### config.mk
export PLATFORM = sky130hd
export DESIGN_NAME = fwd_hazard_ctrl
export DESIGN_NICKNAME = d
export VERILOG_FILES = /design/src/rtl/fwd_hazard_ctrl_pkg.sv /design/src/rtl/fwd_hazard_ctrl_sel_lane.sv /design/src/rtl/fwd_hazard_ctrl.sv
export SDC_FILE = /design/constraint.sdc
export NUM_CORES = 1
export LEC_CHECK = 0
export CORE_ASPECT_RATIO = 1.4
export CORE_UTILIZATION = 30
export DETAILED_ROUTE_END_ITERATION = 6
export SETUP_SLACK_MARGIN = 0.5
export SYNTH_ARGS = -nofsm -noshare
export SYNTH_HDL_FRONTEND = slang
export SYNTH_SLANG_ARGS = --single-unit
### constraint.sdc
create_clock -name clk -period 5.75 [get_ports clk]
set_clock_uncertainty 0.05 [all_clocks]
set_input_delay 0.575 -clock clk [delete_from_list [all_inputs] [get_ports clk]]
set_output_delay 0.575 -clock clk [all_outputs]
set_load 0.1 [all_outputs]
### src/rtl/fwd_hazard_ctrl_pkg.sv
// Shared widths, forwarding select encodings and stall FSM states for the
// EX-stage forwarding / hazard controller.
package fwd_hazard_ctrl_pkg;

   localparam int REG_LENGTH        = 4;
   localparam int FORWARDING_LENGTH = 2;

   typedef enum logic [FORWARDING_LENGTH-1:0] {
      FWD_SEL_RF  = 2'd0,
      FWD_SEL_MEM = 2'd1,
      FWD_SEL_WB  = 2'd2
   } fwd_sel_e;

   typedef enum logic {
      ST_IDLE  = 1'b0,
      ST_STALL = 1'b1
   } hz_state_e;

endpackage

### src/rtl/fwd_hazard_ctrl_sel_lane.sv
// Single-operand forwarding comparator: picks MEM over WB over register file
// for one EX-stage source.
module fwd_sel_lane
   import fwd_hazard_ctrl_pkg::*;
(
   input  logic [REG_LENGTH-1:0]        src_i,
   input  logic                         src_vld_i,
   input  logic                         fwd_en_i,
   input  logic [REG_LENGTH-1:0]        dst_mem_i,
   input  logic                         wb_en_mem_i,
   input  logic [REG_LENGTH-1:0]        dst_wb_i,
   input  logic                         wb_en_wb_i,
   output logic [FORWARDING_LENGTH-1:0] sel_o
);

   always_comb begin
      sel_o = FWD_SEL_RF;
      if (fwd_en_i && src_vld_i) begin
         if (wb_en_mem_i && (src_i == dst_mem_i)) begin
            sel_o = FWD_SEL_MEM;
         end else if (wb_en_wb_i && (src_i == dst_wb_i)) begin
            sel_o = FWD_SEL_WB;
         end
      end
   end

endmodule

### src/rtl/fwd_hazard_ctrl.sv
// Forwarding select generation, load-use / no-forward hazard detection with a
// multi-cycle stall FSM, and saturating performance counters.
module fwd_hazard_ctrl
   import fwd_hazard_ctrl_pkg::*;
#(
   parameter int NUM_SRC  = 3,
   parameter int LOAD_LAT = 1,
   parameter int CNT_W    = 16
) (
   input  logic                                 clk,
   input  logic                                 rst,
   input  logic                                 fwd_en,
   input  logic                                 pipe_freeze,
   input  logic                                 cnt_clr,
   input  logic [NUM_SRC*REG_LENGTH-1:0]        src_id,
   input  logic [NUM_SRC-1:0]                   src_id_vld,
   input  logic [NUM_SRC*REG_LENGTH-1:0]        src_ex,
   input  logic [NUM_SRC-1:0]                   src_ex_vld,
   input  logic [REG_LENGTH-1:0]                dst_ex,
   input  logic                                 wb_en_ex,
   input  logic                                 mem_r_en_ex,
   input  logic [REG_LENGTH-1:0]                dst_mem,
   input  logic                                 wb_en_mem,
   input  logic [REG_LENGTH-1:0]                dst_wb,
   input  logic                                 wb_en_wb,
   output logic [NUM_SRC*FORWARDING_LENGTH-1:0] fwd_sel,
   output logic                                 hazard_stall,
   output logic [CNT_W-1:0]                     fwd_cnt,
   output logic [CNT_W-1:0]                     stall_cnt,
   output hz_state_e                            dbg_state,
   output logic [2:0]                           dbg_rem
);

   localparam logic       MULTI_STALL = (LOAD_LAT > 1);
   localparam logic [2:0] REM_INIT    = 3'(LOAD_LAT - 1);

   hz_state_e        state_q, state_d;
   logic [2:0]       rem_q, rem_d;
   logic [CNT_W-1:0] fwd_cnt_q, fwd_cnt_d;
   logic [CNT_W-1:0] stall_cnt_q, stall_cnt_d;
   logic             load_use;
   logic             no_fwd_hz;
   logic             comb_hazard;

   for (genvar k = 0; k < NUM_SRC; k++) begin : g_lane
      fwd_sel_lane u_lane (
         .src_i      (src_ex[k*REG_LENGTH +: REG_LENGTH]),
         .src_vld_i  (src_ex_vld[k]),
         .fwd_en_i   (fwd_en),
         .dst_mem_i  (dst_mem),
         .wb_en_mem_i(wb_en_mem),
         .dst_wb_i   (dst_wb),
         .wb_en_wb_i (wb_en_wb),
         .sel_o      (fwd_sel[k*FORWARDING_LENGTH +: FORWARDING_LENGTH])
      );
   end

   // Load-use only matters when forwarding; otherwise any in-flight producer stalls.
   always_comb begin
      load_use  = 1'b0;
      no_fwd_hz = 1'b0;
      for (int k = 0; k < NUM_SRC; k++) begin
         if (src_id_vld[k]) begin
            if (fwd_en && wb_en_ex && mem_r_en_ex &&
                (src_id[k*REG_LENGTH +: REG_LENGTH] == dst_ex)) begin
               load_use = 1'b1;
            end
            if (!fwd_en &&
                ((wb_en_ex  && (src_id[k*REG_LENGTH +: REG_LENGTH] == dst_ex)) ||
                 (wb_en_mem && (src_id[k*REG_LENGTH +: REG_LENGTH] == dst_mem)))) begin
               no_fwd_hz = 1'b1;
            end
         end
      end
      comb_hazard = load_use | no_fwd_hz;
   end

   always_comb begin
      state_d      = state_q;
      rem_d        = rem_q;
      hazard_stall = comb_hazard;
      case (state_q)
         ST_IDLE: begin
            if (MULTI_STALL && load_use && !pipe_freeze) begin
               state_d = ST_STALL;
               rem_d   = REM_INIT;
            end
         end
         ST_STALL: begin
            hazard_stall = 1'b1;
            if (!pipe_freeze) begin
               if (rem_q == 3'd1) begin
                  state_d = ST_IDLE;
                  rem_d   = 3'd0;
               end else begin
                  rem_d = rem_q - 3'd1;
               end
            end
         end
         default: begin
            state_d = ST_IDLE;
            rem_d   = 3'd0;
         end
      endcase
   end

   // Clear wins over increment; increments saturate at all-ones.
   always_comb begin
      fwd_cnt_d   = fwd_cnt_q;
      stall_cnt_d = stall_cnt_q;
      if (cnt_clr) begin
         fwd_cnt_d   = '0;
         stall_cnt_d = '0;
      end else if (!pipe_freeze) begin
         if ((|fwd_sel) && (fwd_cnt_q != '1)) begin
            fwd_cnt_d = fwd_cnt_q + 1'b1;
         end
         if (hazard_stall && (stall_cnt_q != '1)) begin
            stall_cnt_d = stall_cnt_q + 1'b1;
         end
      end
   end

   always_ff @(posedge clk or negedge rst) begin
      if (!rst) begin
         state_q     <= ST_IDLE;
         rem_q       <= 3'd0;
         fwd_cnt_q   <= '0;
         stall_cnt_q <= '0;
      end else begin
         state_q     <= state_d;
         rem_q       <= rem_d;
         fwd_cnt_q   <= fwd_cnt_d;
         stall_cnt_q <= stall_cnt_d;
      end
   end

   assign fwd_cnt   = fwd_cnt_q;
   assign stall_cnt = stall_cnt_q;
   assign dbg_state = state_q;
   assign dbg_rem   = rem_q;

endmodule
==> run metrics <==
Setup Buffers After CTS 0; Synth Cell Area 0.00270 mm²; Core Box Area 0.00866 mm²; fin cells 499; FF-to-FF path depth 6; critical path arrival 3190 ps; via count 2535; CP Class in2out; H-tree levels 2; Max Buffers Root-to-Sink 2; hpwl dp 5430 µm; Netlist cell types 48; unrepaired setup endpoints after global routing no; Synth Flop Type dfrtp_1; largest net degree at the start of global routing 43; Async S/R FF share, synth 100%; drt first pass iters 4; Pwr Density 183 mW/mm²; P&R area growth vs syn 43.2%; Clock power frac 46.9%; syn avg cell area 8.87 µm²; Max Fclk 0.262 GHz; share of layout cells above drive strength 1 6.60%; Antenna diodes 0; GRT Util Overall 16.0%; CTS root buf clkbuf_16; Sw Pwr 0.000167 W; EDFF count, synth 0; initial antenna violation count 0; leading cell type in the layout, fill and taps excluded clkdlybuf4s50_1; final hold violations 0; die area 0.00938 mm²; Crit path required time 5120 ps; vias per cell 5.08; post-CTS sizing 0; internal power 0.000541 W; Worst Setup Start Kind input port; Initial Utilization 31.1%; post-synthesis sequential area ratio 33.4%; CP Max Fanout 6; hold buffer count at cts 0; Sw Share 23.5%; number of global-route vias before repair 2484; Overflow after GRT 0; Clock Sinks 36; final net count 448; Leak 1.53 nW; combinational power share 17.1%; DRC 0; total CTS buffers 5; PortBufs 93; Worst Setup End Kind output port; Max transition margin 32.8%; worst-skew pair later-pin latency 280 ps; Hold Crit Class reg2reg; Synth Register Bits 36; Synth Instances 304; yosys synthesis warning count 0; Boundary Pins 94; Worst VDD drop 139 µV; Routed WL 7020 µm; max_cap viols 0; Placed Cells 491; hold path depth 1; Die H 114 µm; Die W 82.1 µm; most frequent cells in the layout 93 x clkdlybuf4s50_1, 36 x dfrtp_1, 26 x nor2_1, 25 x xnor2_1, 25 x xor2_1; drt wl/cell 14.1 µm; Final Slew Violations 0; Worst-Margin Slew 1000 ps; Setup TNS Final 0 ps; final worst-path cycle share 66.3%; Syn Nets 359; first-pass GRT wire length 11500 µm; Final setup viols 0; Flop pwr share 36.0%; RePlAce Congestion 0.845; Rows 40; status complete, no violations; Antenna Nets Post-Route 0; CTS tree yes; Final Critical Period 3810 ps; clock-pin slew on the worst setup and hold paths 50 ps; Iteration-0 DRC Markers 110
## power groups by stage
stage                     combinational, W  clock [W]  sequential (W)
after floorplan                  0.0000589          0        0.000263
after global placement            0.000121          0        0.000259
after detailed placement          0.000122          0        0.000259
after CTS                         0.000122   0.000340        0.000255
after global routing              0.000131   0.000352        0.000255
final                             0.000121   0.000332        0.000255
## flip-flops by register name (all words and copies together) (netlist names)
name / flops
dbg_rem: 3
dbg_state: 1
fwd_cnt: 16
stall_cnt: 16
## synthesized netlist by cell type (4+ instances only)
cell	instances	share of area (%)
o21ai_1	5	0.93
nand4_1	11	2.6
buf_6	4	1.7
xnor2_1	25	8.1
nor3_1	8	1.5
o31ai_1	5	1.4
o21ai_0	4	0.74
or4_1	5	1.4
nand3_1	22	4.1
nor2b_1	12	2.8
xor2_1	25	8.1
ha_1	4	1.9
mux2_2	9	3.8
nor2_1	26	3.6
dfrtp_1	36	33
a21oi_1	17	3.2
inv_1	11	1.5
and3_1	7	1.6
nand2_1	19	2.6
or3_1	5	1.2
clkbuf_1	6	0.84
o211ai_1	4	1.1
## worst max-delay path, cell delays in order
cell and delay [ps]:
clkdlybuf4s50_1 620, xor2_1 250, nor3_1 190, nand4_1 100, and3_1 230, nand2_1 80
clkdlybuf4s50_1 1130
## stage by stage
| stage | hold WS [ps] | setup slack, ps | power (W) | cell area (µm²) | utilization, % |
|---|---|---|---|---|---|
| 3_3_place_gp | 485 | 1970 | 0.000380 | 3680 | 42.5 |
| 5_1_grt | 528 | 1810 | 0.000737 | 3860 | 44.6 |
| 3_5_place_dp | 475 | 1940 | 0.000381 | 3680 | 42.5 |
| 4_1_cts | 496 | 1930 | 0.000718 | 3860 | 44.6 |
| 6_report | 492 | 1940 | 0.000708 | 3860 | 44.6 |
| 2_1_floorplan | 229 | 1370 | 0.000322 | 2700 | - |
## layer usage
layer	global-route usage, %	wire length (µm)	vias to the layer above
met5	0	0	-
met4	7.02	184	0
met3	4.70	506	14
met2	26.8	3420	90
met1	18.6	2920	1183
li1	-	-	1248
## worst paths after layout
kind / endpoint / startpoint / slack [ps]
hold / removal: dbg_state / dbg_state / 490
max in group asynchronous: fwd_cnt[15] / rst / 4640
setup reg to reg: stall_cnt[7] / stall_cnt[0] / 3240
setup / recovery: hazard_stall / dst_mem[3] / 1940
hold reg to reg: dbg_state / dbg_state / 490
min in group asynchronous: stall_cnt[4] / rst / 650
## final cells by class
type                       count  area, µm²
inverter                      11       41.3
multi-input combinational    244       1660
timing repair buffer          95        946
clock buffer                   7        153
tap                          105        131
fill                         857       4800
clock inverter                 1       30.0
sequential                    36        901
## kinds of logic (layout without fill, tap and decap cells)
kind of cell,after synthesis,in the layout,share of synthesized area [%]
compound gates,48,48,11.6
xor+xnor,52,52,17.4
fa+ha+maj,4,4,1.86
buf+inv,24,114,5.06
flops,36,36,33.4
mux,13,13,5.48
simple gates,127,127,25.2
(Power assumes the default switching activity.)
